File: config.mk
export PLATFORM = sky130hd
export DESIGN_NAME = ztonxor_gen
export DESIGN_NICKNAME = d
export VERILOG_FILES = /design/src/rtl/ztonxor_gen.sv
export SDC_FILE = /design/constraint.sdc
export NUM_CORES = 1
export LEC_CHECK = 0
export CAP_MARGIN = 0
export CORE_MARGIN = 10
export CORE_UTILIZATION = 40
export DETAILED_ROUTE_END_ITERATION = 10
export GPL_ROUTABILITY_DRIVEN = 0
export PLACE_DENSITY = 0.68
export RECOVER_POWER = 100
export SLEW_MARGIN = 20
export SYNTH_ARGS = -nofsm -noshare
export SYNTH_HDL_FRONTEND = slang
export SYNTH_SLANG_ARGS = --single-unit
File: constraint.sdc
create_clock -name clk -period 1.9 [get_ports clk]
set_clock_uncertainty 0.2 [all_clocks]
set_input_delay 0.57 -clock clk [delete_from_list [all_inputs] [get_ports clk]]
set_output_delay 0.57 -clock clk [all_outputs]
set_load 0.005 [all_outputs]
File: src/rtl/ztonxor_gen.sv
// ztonxor_gen: holds a DEPTH-bit data array written one bit at a time and,
// on request, serially computes the prefix XOR data[0]^...^data[end] one bit
// per cycle. The result is presented on ztonxor with a one-cycle valid pulse.
module ztonxor_gen #(
    parameter int DEPTH = 16,
    parameter int IDXW  = 4
) (
    input  logic            clk,
    input  logic            reset,
    input  logic            wr_en,
    input  logic [IDXW-1:0] wr_addr,
    input  logic            wr_bit,
    input  logic            q_start,
    input  logic [IDXW-1:0] q_idx,
    output logic            busy,
    output logic            ztonxor,
    output logic            ztonxor_valid
);

    typedef enum logic [1:0] {
        IDLE = 2'd0,
        SCAN = 2'd1,
        DONE = 2'd2
    } state_t;

    // Highest legal index, used to clamp out-of-range query ends.
    localparam logic [IDXW-1:0] LAST_IDX = IDXW'(DEPTH - 1);

    state_t            state_r;
    state_t            state_s;
    logic [DEPTH-1:0]  data_r;
    logic [IDXW-1:0]   cnt_r;
    logic [IDXW-1:0]   cnt_s;
    logic [IDXW-1:0]   end_r;
    logic [IDXW-1:0]   end_s;
    logic              acc_r;
    logic              acc_s;
    logic              busy_r;
    logic              busy_s;
    logic              res_r;
    logic              valid_r;
    logic              res_load_s;
    logic              wr_ok_s;
    logic              addr_ok_s;
    logic              idx_over_s;

    // One XOR accumulation step of the running prefix parity.
    function automatic logic parity_step(input logic acc, input logic bit_in);
        parity_step = acc ^ bit_in;
    endfunction

    // Range checks are done one bit wider so they stay meaningful when DEPTH == 2**IDXW.
    always_comb begin
        addr_ok_s  = ({1'b0, wr_addr} < (IDXW + 1)'(DEPTH));
        idx_over_s = ({1'b0, q_idx} >= (IDXW + 1)'(DEPTH));
    end

    // Next-state and datapath decisions; writes are only accepted while idle.
    always_comb begin
        state_s    = state_r;
        cnt_s      = cnt_r;
        end_s      = end_r;
        acc_s      = acc_r;
        busy_s     = busy_r;
        res_load_s = 1'b0;
        wr_ok_s    = 1'b0;
        case (state_r)
            IDLE: begin
                wr_ok_s = wr_en & addr_ok_s;
                if (q_start) begin
                    end_s   = idx_over_s ? LAST_IDX : q_idx;
                    cnt_s   = {IDXW{1'b0}};
                    acc_s   = 1'b0;
                    busy_s  = 1'b1;
                    state_s = SCAN;
                end else begin
                    busy_s  = 1'b0;
                    state_s = IDLE;
                end
            end
            SCAN: begin
                acc_s  = parity_step(acc_r, data_r[cnt_r]);
                busy_s = 1'b1;
                if (cnt_r == end_r) begin
                    state_s = DONE;
                end else begin
                    cnt_s   = cnt_r + IDXW'(1);
                    state_s = SCAN;
                end
            end
            DONE: begin
                res_load_s = 1'b1;
                busy_s     = 1'b0;
                state_s    = IDLE;
            end
            default: begin
                busy_s  = 1'b0;
                state_s = IDLE;
            end
        endcase
    end

    // State, scan counters and registered handshake outputs.
    always_ff @(posedge clk) begin
        if (reset) begin
            state_r <= IDLE;
            cnt_r   <= {IDXW{1'b0}};
            end_r   <= {IDXW{1'b0}};
            acc_r   <= 1'b0;
            busy_r  <= 1'b0;
            res_r   <= 1'b0;
            valid_r <= 1'b0;
        end else begin
            state_r <= state_s;
            cnt_r   <= cnt_s;
            end_r   <= end_s;
            acc_r   <= acc_s;
            busy_r  <= busy_s;
            valid_r <= res_load_s;
            if (res_load_s) begin
                res_r <= acc_r;
            end
        end
    end

    // Data array: one bit per accepted write; out-of-range addresses never match.
    always_ff @(posedge clk) begin
        if (reset) begin
            data_r <= {DEPTH{1'b0}};
        end else begin
            for (int i = 0; i < DEPTH; i++) begin
                if (wr_ok_s && (wr_addr == IDXW'(i))) begin
                    data_r[i] <= wr_bit;
                end
            end
        end
    end

    assign busy          = busy_r;
    assign ztonxor       = res_r;
    assign ztonxor_valid = valid_r;

endmodule
After elaboration in Yosys (flattened, before gate mapping):

Cells that the tools add are included.

* $add $sub $neg: 1
* multipliers: 0
* div/mod/pow operators: 0
* magnitude comparators: 1
* equality and inequality tests: 20
* shift operators: 0
* mux-type cells: 14
* bitwise gates (word level): 1
* reduce and logical (&&, ||, !) cells: 22

Operator list (number)
* $eq 4x4->1 const B: 8
* $eq 4x3->1 const B: 4
* $logic_and 1x1->1: 16
* $eq 4x2->1 const B: 2
* $mux 4: 2
* $pmux 4 s2: 1
* $mux 1: 6
* $lt 4x5->1 const B: 1
* $add 4x1->4 const B: 1
* $bmux 1 s4: 1
* $eq 4x1->1 const B: 1
* $eq 4x4->1: 1
* $logic_not 4->1: 1
* $ne 2x2->1 const B: 2
* $pmux 1 s2: 2
* $pmux 2 s2: 1
* $reduce_and 2->1: 2
* $reduce_and 3->1: 1
* $eq 2x1->1 const B: 1
* $eq 2x2->1 const B: 1
* $logic_not 2->1: 1
* $mux 2: 1
* $reduce_bool 2->1: 1
* $xor 1x1->1: 1

* bits in registers: 30
* latch bits: 0
* RAM bits: 0
* bits in read-only memories: 0
* input bits: 13
* output and inout bits: 3
* word-level logic and storage cells: 82
* memories: 0

Depth between registers and ports, before layout:

Gate-level depths: netlist of the first run.

* word-level depth: 4
* mapped depth: 6
* gate-level depth less buffers: 5

Least setup slack after synthesis of the first run:

OpenSTA, ideal clock, no wires.

* kind: input port to flip-flop
* from: in wr_en
* to: reg data_r[1]
* setup time: 128 ps
* arrival time: 1702 ps
* required time: 1572 ps
* setup slack: -130 ps
* cell stages on the path: 5
* path buffers: 0
* cell sequence: or3b_4 or3b_4 nor3_2 mux2i_1 nor2_1

* word-level cells in the longest chain between the ends: 2

Ends and longest elaborated chain
* start, declared: line 10 `input logic wr_en,`
* $mux 1: line 67 `case (state_r)`
* $logic_and 1x1->1: line 132 `if (wr_ok_s && (wr_addr == IDXW'(i))) begin`
* end signal, assigned: line 129 `data_r <= {DEPTH{1'b0}};`
* end signal, assigned by index: line 133 `data_r[i] <= wr_bit;`
* end, declared: line 31 `logic [DEPTH-1:0] data_r;`

Every way passes these cells.
A chain may end at the register's enable or synchronous reset.

Worst setup path after layout of the first run:

* from: reg state_r[1]
* to: reg data_r[1]

* word-level cells in the longest chain between the ends: 3

Ends and longest elaborated chain
* start, declared: line 29 `state_t state_r;`
* start signal, assigned: line 114 `state_r <= state_s;`
* $logic_not 2->1: line 67
* $mux 1: line 67
* $logic_and 1x1->1: line 132

Every way passes these cells.

==> flow_summary_export.csv, run 1 <==
group,metric,value,unit
clock_network,clock_path_buffers,2,
worst_setup_path,crit_type,"reg -> reg",
timing,period_share,98.6,%
pwr,power.switching,0.000334,W
global_routing,globalRouteOverflowTotal,0,
detailed_routing,wl_per_cell,13.1,µm
worst_setup_path,cp_num_buf_inv,0,
timing,finalHoldViolations,0,
timing,worst_pin_slew,0.368,ns
synthesis,ys.flop_type,"dfxtp_1",
die,die_w,79.8,µm
detailed_routing,drc,0,
synthesis,synth_edf_count,0,
clock_network,cts_setup_buffers,0,
placed_design,dp_hpwl,2300,µm
timing,report.final.slew_viol_count,0,
synthesis,synth_area_per_cell,9.36,µm²
clock_network,path_clk_slew,0.09,ns
layout,drive_above_1_share,22.3,%
global_routing,grt_max_degree,20,
worst_setup_path,path_cells,"or3b_4 -> or3b_4 -> nor3_4 -> mux2i_1 -> nor2_1",
detailed_routing,totalWireLength,3020,µm
placed_design,place_area,1730,µm²
die,die_h,79.8,µm
global_routing,antenna_found_initial,0,
worst_setup_path,worst_ep_arrival_time,1.91,ns
clock_network,clock_sinks,30,
worst_setup_path,crit_path_max_incr_delay,0.45,ns
pwr,p_seq_share,52.2,%
layout,final_area,1810,µm²
synthesis,ys_ff_latch,30,
global_routing,grt_use_total,10.0,%
clock_network,htree_levels,2,
layout,diodes,0,
synthesis,synth_seq_area_share,41.9,%
placed_design,dp_cells,222,
die,row_count,21,
timing,setup_viol,0,
synthesis,ys_types,35,
synthesis,syn_inst,153,
die,coreArea,3390,µm²
pwr,pwr-share-comb,17.1,%
detailed_routing,vias_per_cell,5.00,
pwr,p_leak,0.713,nW
worst_setup_path,cpMostUsedCell,"or3b_4",
pwr,internal-power,0.000944,W
layout,stdcell_count,230,
clock_network,cts_buffers,5,
worst_setup_path,cp_top_family,"simple AND/OR/NAND/NOR gates",
timing,rsz0062_at_grt,"yes",
worst_setup_path,critPathLaunchType,"flop",
placed_design,port_buffers,15,
layout,syn_to_final_growth,26.6,%
detailed_routing,drtIter0Drc,36,
worst_hold_path,min_path_type,"reg -> reg",
pwr,p_sw_share,26.2,%
worst_setup_path,crit_path_top_delay_cell,"or3b_4",
pwr,power.density,705,nW/µm²
worst_setup_path,critPathCaptureType,"flop",
pwr,clkPwrFrac,30.7,%
global_routing,grt_pass1_vias,1200,
timing,relSlewSlack,75.1,%
clock_network,ctsHoldBuffers,0,
timing,fmax,534,MHz
synthesis,syn_area,1430,µm²
worst_setup_path,critPathRequiredTime,1.93,ns
clock_network,clk_latency,0.33,ns
detailed_routing,via_count,1149,
global_routing,grt_first_pass_wirelength,5110,µm
timing,fin_crit,1.87,ns
detailed_routing,firstDrtPassIters,4,
die,die_area,6380,µm²
die,ios,16,
synthesis,synth_nets,167,
synthesis,synthArstFlopShare,0,%
synthesis,ys_warn_count,0,
worst_setup_path,cp_max_fo,4,
status,status,"finished, final reports clean",
pwr,ir_drop,0.428,mV
layout,final_net_count,197,
flow_run,drv_cap,0,
detailed_routing,ant_nets,0,
clock_network,cts_tree,"yes",
die,start_util,42.3,%
clock_network,clockRootBuffer,"clkbuf_4",
==> flip-flops by register name (all words and copies together) (netlist names) <==
name / count
data_r: 16
ztonxor_valid: 1
end_r: 4
busy: 1
acc_r: 1
cnt_r: 4
ztonxor: 1
state_r: 2
==> power by group through the flow <==
stage | combinational [W] | sequential (W) | clock, W
2_1_floorplan | 0.000129 | 0.000675 | 0
3_3_place_gp | 0.000214 | 0.000681 | 0
3_5_place_dp | 0.000219 | 0.000681 | 0
4_1_cts | 0.000221 | 0.000667 | 0.000399
5_1_grt | 0.000241 | 0.000671 | 0.000425
6_report | 0.000219 | 0.000667 | 0.000392
==> tightest hold or removal path: stages, from the launching register on <==
cell	delay (ns)
dfxtp_1	0.33
mux2i_1	0.06
nor2_1	0.07
==> final timing paths <==
path,cells past startpoint,endpoint,from,slack (ns)
max,5,data_r[1],state_r[1],0.03
min,2,ztonxor,ztonxor,0.30
max reg2reg,5,data_r[1],state_r[1],0.03
min reg2reg,2,ztonxor,ztonxor,0.30
==> layout by cell type (no fill, tap or decap), drive strengths merged, types with 2 or more instances in the layout <==
master         instances
dlygate4sd3            2
buf                   16
o211ai                 2
mux2i                 25
xor2                   2
or3b                   2
nand3                  2
clkdlybuf4s50          8
clkbuf                10
mux4                   2
nor3b                  3
nand2b                 2
nand3b                 2
nor2b                  3
dfxtp                 30
nand2                  7
dlygate4sd2            4
a311oi                 2
xnor2                  5
nor3                   7
nor2                  33
==> logic make-up after synthesis <==
logic type      after synthesis  synth area share (%)
buf+inv                      11                  3.32
simple gates                 67                  23.7
compound gates               10                  5.33
xor+xnor                      7                  4.28
fa+ha+maj                     1                 0.873
mux                          27                  20.6
flops                        30                  41.9
==> cells in the mapped netlist, types with 3 or more instances <==
master,n,area share [%]
nor3b_1,3,1.6
xnor2_1,5,3.1
dfxtp_1,30,42
nor2b_1,3,1.3
clkbuf_1,5,1.3
mux2i_1,25,17
nor2_1,33,8.6
nand2_1,7,1.8
nor3_1,5,1.7
==> stage by stage <==
stage / worst slack, ns / utilization, % / hold WS, ns / TNS, ns / total power (W)
CTS: -0.0226 / 53.2 / 0.293 / -0.0226 / 0.00129
detailed placement: -0.700 / 51.1 / 0.285 / -8.91 / 0.000901
global placement: -0.645 / 51.1 / 0.274 / -8.25 / 0.000896
global route: -0.0462 / 53.5 / 0.332 / -0.204 / 0.00134
floorplan: -0.130 / - / 0.255 / -0.862 / 0.000804
finish: 0.0272 / 53.5 / 0.296 / 0 / 0.00128
==> area by class of cell <==
cell class / instances / area (µm²)
Inverter: 1 / 3.75
Fill cell: 318 / 1580
Clock inverter: 1 / 5.00
Clock buffer: 7 / 55.1
Timing Repair Buffer: 33 / 265
Sequential cell: 30 / 604
Tap cell: 46 / 57.6
Multi-Input combinational cell: 112 / 822
==> layer usage <==
metal  track usage (%)  vias up  share of wire [%]  wire [µm]
met5                 0        -                  0          0
met4              4.75        0                1.7         51
met3              3.49        7                3.6        110
met2              17.4       12                 51       1540
met1              10.7      544                 43       1310
li1                  -      586                  -          -
==> repair_timing <==
action / 4_1_cts / 5_1_grt
gates resized for setup: 15 / 6
setup endpoints to repair: 15 / 10
pin swaps: 4 / 2
Power figures use the tool's default switching activity.
==> run 2: changes to the inputs <==
--- a/config.mk
+++ b/config.mk
@@ -5,12 +5,14 @@
 export SDC_FILE = /design/constraint.sdc
 export NUM_CORES = 1
 export LEC_CHECK = 0
+export ABC_AREA = 1
 export CAP_MARGIN = 0
 export CORE_MARGIN = 10
-export CORE_UTILIZATION = 40
+export CORE_UTILIZATION = 50
 export DETAILED_ROUTE_END_ITERATION = 10
 export GPL_ROUTABILITY_DRIVEN = 0
-export PLACE_DENSITY = 0.68
+export HOLD_SLACK_MARGIN = 0.15
+export PLACE_DENSITY = 0.8
 export RECOVER_POWER = 100
 export SLEW_MARGIN = 20
 export SYNTH_ARGS = -nofsm -noshare
==> run 2 against run 1 <==
Sequential power is 3% higher. Register-to-register slack better by 0.28 ns. Die area is 7.0% lower. Sequential share of layout area is 2.1 points lower. Clock power is 5% higher. Synthesized cell count is 43% higher. Final area is 6.2% higher. First-iteration DRC count grew to 2.9 times the previous value. Flip-flop and latch count stayed put. Non-clock buffer count is 5 lower. Utilization is 9.1 points higher. Routed wire length is 25% higher.
==> flow_summary_export.csv, run 2 <==
group,metric,value,unit
die,die_area,5930,µm²
layout,diodes,0,
detailed_routing,ant_nets,0,
die,ios,16,
clock_network,clockRootBuffer,"clkbuf_4",
pwr,power.total,0.00144,W
timing,setup_viol,0,
detailed_routing,vias_per_cell,5.14,
pwr,power.density,745,nW/µm²
die,die_w,77.0,µm
die,die_h,77.0,µm
detailed_routing,wl_per_cell,12.9,µm
layout,final_core_util,62.6,%
synthesis,ys_ff_latch,30,
pwr,p_sw_share,32.8,%
layout,largest_reg_flops,16,
global_routing,grt_use_total,12.7,%
clock_network,path_clk_slew,0.10,ns
synthesis,syn_inst,219,
clock_network,clock_path_buffers,2,
worst_setup_path,reg2reg_from,"state_r[0]",
worst_hold_path,hold_end,"data_r[15]",
placed_design,dp_cells,283,
synthesis,syn_area,1630,µm²
clock_network,cts_buffers,5,
worst_setup_path,critPathRequiredTime,1.93,ns
placed_design,port_buffers,15,
worst_setup_path,worstRegToRegCells,6,
synthesis,synth_edf_count,0,
synthesis,synth_most_common_cell,"dfxtp_1",
global_routing,grt_max_degree,17,
timing,fmax,554,MHz
worst_setup_path,r2r_end,"data_r[13]",
layout,final.fill_count,270,
pwr,clkPwrFrac,28.5,%
synthesis,synth_nets,233,
layout,seqCellArea,601,µm²
synthesis,post-synth-top-area-cell,"dfxtp_1",
worst_hold_path,hp-start,"data_r[15]",
pwr,p_seq_share,47.8,%
synthesis,synth_area_per_cell,7.42,µm²
layout,regMostFlops,"data_r",
timing,period_share,95.0,%
timing,relSlewSlack,70.3,%
pwr,p_leak,0.762,nW
status,status,"finished, final reports clean",
worst_setup_path,worst_ep_arrival_time,1.83,ns
global_routing,globalRouteOverflowTotal,0,
timing,worst_pin_slew,0.445,ns
global_routing,antenna_found_initial,0,
synthesis,ys_types,27,
pwr,pwr-share-comb,23.7,%
layout,multiInputGateArea,830,µm²
die,start_util,52.8,%
clock_network,htree_levels,2,
worst_setup_path,cp_max_fo,5,
synthesis,ys.flop_type,"dfxtp_1",
layout,syn_to_final_growth,18.5,%
timing,fin_crit,1.81,ns
placed_design,place_area,1890,µm²
worst_setup_path,critPathLaunchType,"primary input",
layout,final_area,1930,µm²
worst_hold_path,hold-path-cell-count,2,
placed_design,dp_hpwl,2740,µm
worst_setup_path,crit_path_start,"wr_addr[1]",
die,row_count,20,
detailed_routing,firstDrtPassIters,4,
worst_setup_path,r2r_slack,0.31,ns
timing,finalHoldViolations,0,
layout,stdcell_count,291,
layout,top_regs,"data_r (16), cnt_r (4), end_r (4)",
timing,rsz0062_at_grt,"no",
pwr,internal-power,0.000964,W
detailed_routing,drc,0,
pwr,power.switching,0.000471,W
synthesis,ys_warn_count,0,
layout,drive_above_1_share,19.8,%
detailed_routing,totalWireLength,3760,µm
clock_network,clock_sinks,30,
detailed_routing,via_count,1495,
synthesis,synth_seq_area_share,37.0,%
pwr,ir_drop,0.532,mV
global_routing,grt_pass1_vias,1360,
worst_setup_path,critPathCaptureType,"flop",
worst_setup_path,crit_type,"in -> reg",
flow_run,drv_cap,0,
layout,most-common-layout-cells,"nand2_1, dfxtp_1, nand3_1, inv_1",
layout,final_net_count,260,
timing,hold_ws,0.295,ns
global_routing,grt_first_pass_wirelength,6160,µm
detailed_routing,drtIter0Drc,105,
clock_network,cts_tree,"yes",
synthesis,ys_top_cells_by_area,"dfxtp_1, nand3_1, nand2_1, a21oi_1, o21ai_1",
synthesis,synthTopCellsByCount,"dfxtp_1, nand3_1, nand2_1",
synthesis,yosysTopAreaCellShare,37.0,%
synthesis,synthArstFlopShare,0,%
die,coreArea,3080,µm²
clock_network,clk_latency,0.33,ns
timing,report.final.slew_viol_count,0,
worst_hold_path,min_path_type,"reg -> reg",
[run 2: cell types whose count changed after synthesis, sizes merged, moves of 13 or more]
cell   change
inv       +32
nand2     +29
nand3     +29
mux2i     -25
a21oi     +21
o21ai     +17
nor2      -13
[run 2: layout make-up]
class	instances	share of cell area, %
Multi-Input combinational cell	147	43.1
Clock inverter	2	0.650
Timing Repair Buffer	28	12.9
Clock buffer	6	2.66
Inverter	34	6.63
Sequential cell	30	31.2
Tap cell	44	2.86
[run 2: worst max path at each step]
| stage | cells past startpoint | slack [ns] | to |
|---|---|---|---|
| after global placement | 6 | -0.15 | data_r[9] |
| after floorplan | 4 | 0.39 | data_r[10] |
| after CTS | 6 | 0.16 | data_r[13] |
| after detailed placement | 6 | -0.17 | data_r[1] |
| final | 6 | 0.09 | data_r[13] |
| after global routing | 6 | 0.07 | data_r[13] |
[run 2: logic make-up after synthesis]
logic type	share of synthesized area, %
and+or+nand+nor	34.8
buffers and inverters	11.0
AOI/OAI and AO/OA	13.2
DFF	37.0
xor gates and xnor gates	3.23
adders and majority gates	0.770
[run 2: layer usage]
metal  part of all wire [%]  wire length (µm)  up-vias  global-route usage (%)
li1                       -                 -      766                       -
met1                     47              1760      676                    16.4
met2                     47              1750       44                    19.2
met3                    4.9               184        9                    4.66
met4                    1.8                68        0                    3.65
met5                      0                 0        -                       0
[run 2: what timing repair did]
item | 4_1_cts | 5_1_grt
endpoints found under the setup margin | 3 | 0
endpoints found under the hold margin | 0 | 0
buffers inserted | 0 | 0
hold buffers | 0 | 0
resized for setup | 4 | 0
[run 2: critical path, stage by stage]
cell and delay [ns]:
clkdlybuf4s50_1 0.43, buf_4 0.17, nor3_4 0.26, inv_1 0.16, o21ai_1 0.16, a21oi_1 0.09
[run 2: power by group through the flow]
stage                     combinational [W]  clock (W)  sequential (W)
after floorplan                    0.000248          0        0.000692
after global placement             0.000348          0        0.000700
after detailed placement           0.000354          0        0.000700
after CTS                          0.000355   0.000413        0.000686
after global routing               0.000373   0.000451        0.000691
final                              0.000340   0.000410        0.000686
[run 2: metrics by stage]
stage	setup WS, ns	TNS, ns
floorplan	0.387	0
global route	0.0690	0
CTS	0.162	0
finish	0.0941	0
detailed placement	-0.170	-2.02
global placement	-0.153	-1.74
==> run 3: changes to the inputs <==
--- a/config.mk
+++ b/config.mk
@@ -7,14 +7,13 @@
 export LEC_CHECK = 0
 export ABC_AREA = 1
 export CAP_MARGIN = 0
-export CORE_MARGIN = 10
+export CORE_MARGIN = 2
 export CORE_UTILIZATION = 50
 export DETAILED_ROUTE_END_ITERATION = 10
-export GPL_ROUTABILITY_DRIVEN = 0
+export GPL_ROUTABILITY_DRIVEN = 1
 export HOLD_SLACK_MARGIN = 0.15
 export PLACE_DENSITY = 0.8
 export RECOVER_POWER = 100
-export SLEW_MARGIN = 20
 export SYNTH_ARGS = -nofsm -noshare
 export SYNTH_HDL_FRONTEND = slang
 export SYNTH_SLANG_ARGS = --single-unit
==> run 3 against run 2 <==
Utilization fell by 1.6 points. Final area fell by 2.5%. Clock power fell by 2%. Setup slack got worse by 0.042 ns. Flip-flop and latch count did not move. Power fell by 2.6%. Register-to-register slack got worse by 0.15 ns. Critical path depth did not move. Global-route usage rose by 8.9 points. Critical path type unchanged. Largest power group unchanged.
==> flow_summary_export.csv, run 3 (synthesized netlist as in run 2, its figures left out) <==
group,metric,value,unit
status,status,"finished, final reports clean",
die,ios,16,
clock_network,clock_path_buffers,2,
timing,finalHoldViolations,0,
placed_design,gp_congestion,0.894,
timing,report.final.slew_viol_count,0,
worst_setup_path,cpMostUsedCell,"inv_1",
global_routing,grt_use_total,21.6,%
die,coreArea,3080,µm²
clock_network,clk_latency,0.32,ns
global_routing,grt_pass1_vias,1296,
pwr,power.density,745,nW/µm²
placed_design,pre_cts_slack,-0.173,ns
worst_setup_path,endpoint,"data_r[7]",
worst_setup_path,cp_max_fo,5,
worst_setup_path,critPathLaunchType,"primary input",
detailed_routing,vias_per_cell,5.07,
layout,top_regs,"data_r (16), cnt_r (4), end_r (4)",
timing,fin_tns_setup,0,ns
global_routing,grt_first_pass_wirelength,5870,µm
detailed_routing,drtIter0Drc,55,
worst_setup_path,r2r_slack,0.16,ns
worst_setup_path,crit_path_start,"wr_addr[1]",
clock_network,clock_sinks,30,
timing,setup_viol,0,
layout,largest_reg_flops,16,
die,die_area,3720,µm²
worst_setup_path,reg2reg_from,"cnt_r[1]",
worst_setup_path,worst_ep_arrival_time,1.87,ns
pwr,ir_drop,0.569,mV
timing,relSlewSlack,71.8,%
worst_setup_path,crit_path_top_delay_cell,"clkdlybuf4s50_1",
timing,fmax,541,MHz
layout,final_net_count,257,
timing,period_share,97.3,%
worst_setup_path,cp_num_buf_inv,3,
clock_network,cts_setup_buffers,0,
detailed_routing,via_count,1459,
die,die_h,61.0,µm
die,start_util,52.8,%
detailed_routing,ant_nets,0,
pwr,p_leak,0.745,nW
worst_setup_path,cp_top_family,"buffers and inverters",
worst_setup_path,critPathRequiredTime,1.92,ns
global_routing,globalRouteOverflowTotal,0,
worst_setup_path,crit_path_max_incr_delay,0.50,ns
layout,drive_above_1_share,17.2,%
layout,seqCellArea,601,µm²
global_routing,antenna_found_initial,0,
global_routing,grt_max_degree,17,
clock_network,clockRootBuffer,"clkbuf_4",
clock_network,cts_tree,"yes",
detailed_routing,wl_per_cell,12.0,µm
layout,multiInputGateArea,807,µm²
layout,diodes,0,
die,die_w,61.0,µm
clock_network,cts_buffers,5,
worst_setup_path,worstRegToRegCells,6,
detailed_routing,firstDrtPassIters,4,
detailed_routing,drc,0,
worst_setup_path,cp_num_cells,6,
worst_setup_path,r2r_end,"cnt_r[3]",
layout,syn_to_final_growth,15.5,%
timing,fin_crit,1.85,ns
layout,final.fill_count,277,
detailed_routing,totalWireLength,3470,µm
die,row_count,20,
flow_run,drv_cap,0,
placed_design,dp_hpwl,2620,µm
clock_network,htree_levels,2,
worst_setup_path,crit_type,"in -> reg",
placed_design,port_buffers,15,
timing,rsz0062_at_grt,"no",
worst_setup_path,critPathCaptureType,"flop",
timing,worst_pin_slew,0.424,ns
layout,most-common-layout-cells,"nand3_1, nand2_1, dfxtp_1, inv_1, a21oi_1",
clock_network,path_clk_slew,0.09,ns
worst_setup_path,path_cells,"clkdlybuf4s50_1 -> inv_1 -> nor3_2 -> inv_1 -> o21ai_1 -> a21oi_1",
worst_hold_path,min_path_type,"reg -> reg",
layout,regMostFlops,"data_r",
timing,fin_ws,0.0522,ns
==> run 3: what timing repair did <==
action	4_1_cts	5_1_grt
endpoints found under the setup margin	3	0
resized for setup	4	0
hold buffers	0	0
endpoints found under the hold margin	0	0
==> run 3: metal layers <==
| layer | routed length, µm | GRT usage [%] |
|---|---|---|
| met2 | 1470 | 28.9 |
| met1 | 1700 | 33.1 |
| met4 | 64 | 9.32 |
| met5 | 0 | 0 |
| met3 | 240 | 4.62 |
==> run 3: worst min path at each step <==
stage	startpoint	to	slack, ns	depth (start not counted)
after global placement	data_r[10]	data_r[10]	0.27	2
after CTS	acc_r	ztonxor	0.28	2
after detailed placement	data_r[0]	data_r[0]	0.27	2
after global routing	data_r[0]	data_r[0]	0.30	2
final	data_r[0]	data_r[0]	0.29	2
after floorplan	acc_r	ztonxor	0.25	2
==> run 3: report_power, final <==
group / switching (W) / internal [W]
sequential: 0.0000272 / 0.000659
clock: 0.000221 / 0.000179
combinational: 0.000195 / 0.000116
==> run 3: cell type report <==
| class | instances | share of cell area, % |
|---|---|---|
| sequential | 30 | 32.0 |
| clock buffer | 7 | 2.93 |
| inverter | 34 | 6.80 |
| tap | 44 | 2.93 |
| clock inverter | 1 | 0.267 |
| timing repair buffer | 25 | 12.1 |
| multi-input combinational | 147 | 43.0 |
==> run 3: worst register-to-register path: stages, from the launching register on <==
cell	delay, ns
dfxtp_1	0.57
xor2_1	0.28
nor2_4	0.06
nand3_1	0.14
nand2_1	0.20
nand2_2	0.10
a21oi_1	0.06
==> run 3: metrics by stage <==
step	util [%]	total power, W	area, µm²	hold WS (ns)	instances
global route	61.0	0.00147	1880	0.297	288
floorplan	-	0.000940	1630	0.246	219
CTS	62.5	0.00144	1920	0.283	288
finish	61.0	0.00140	1880	0.285	288
detailed placement	60.7	0.00105	1870	0.272	280
global placement	60.7	0.00104	1870	0.265	280
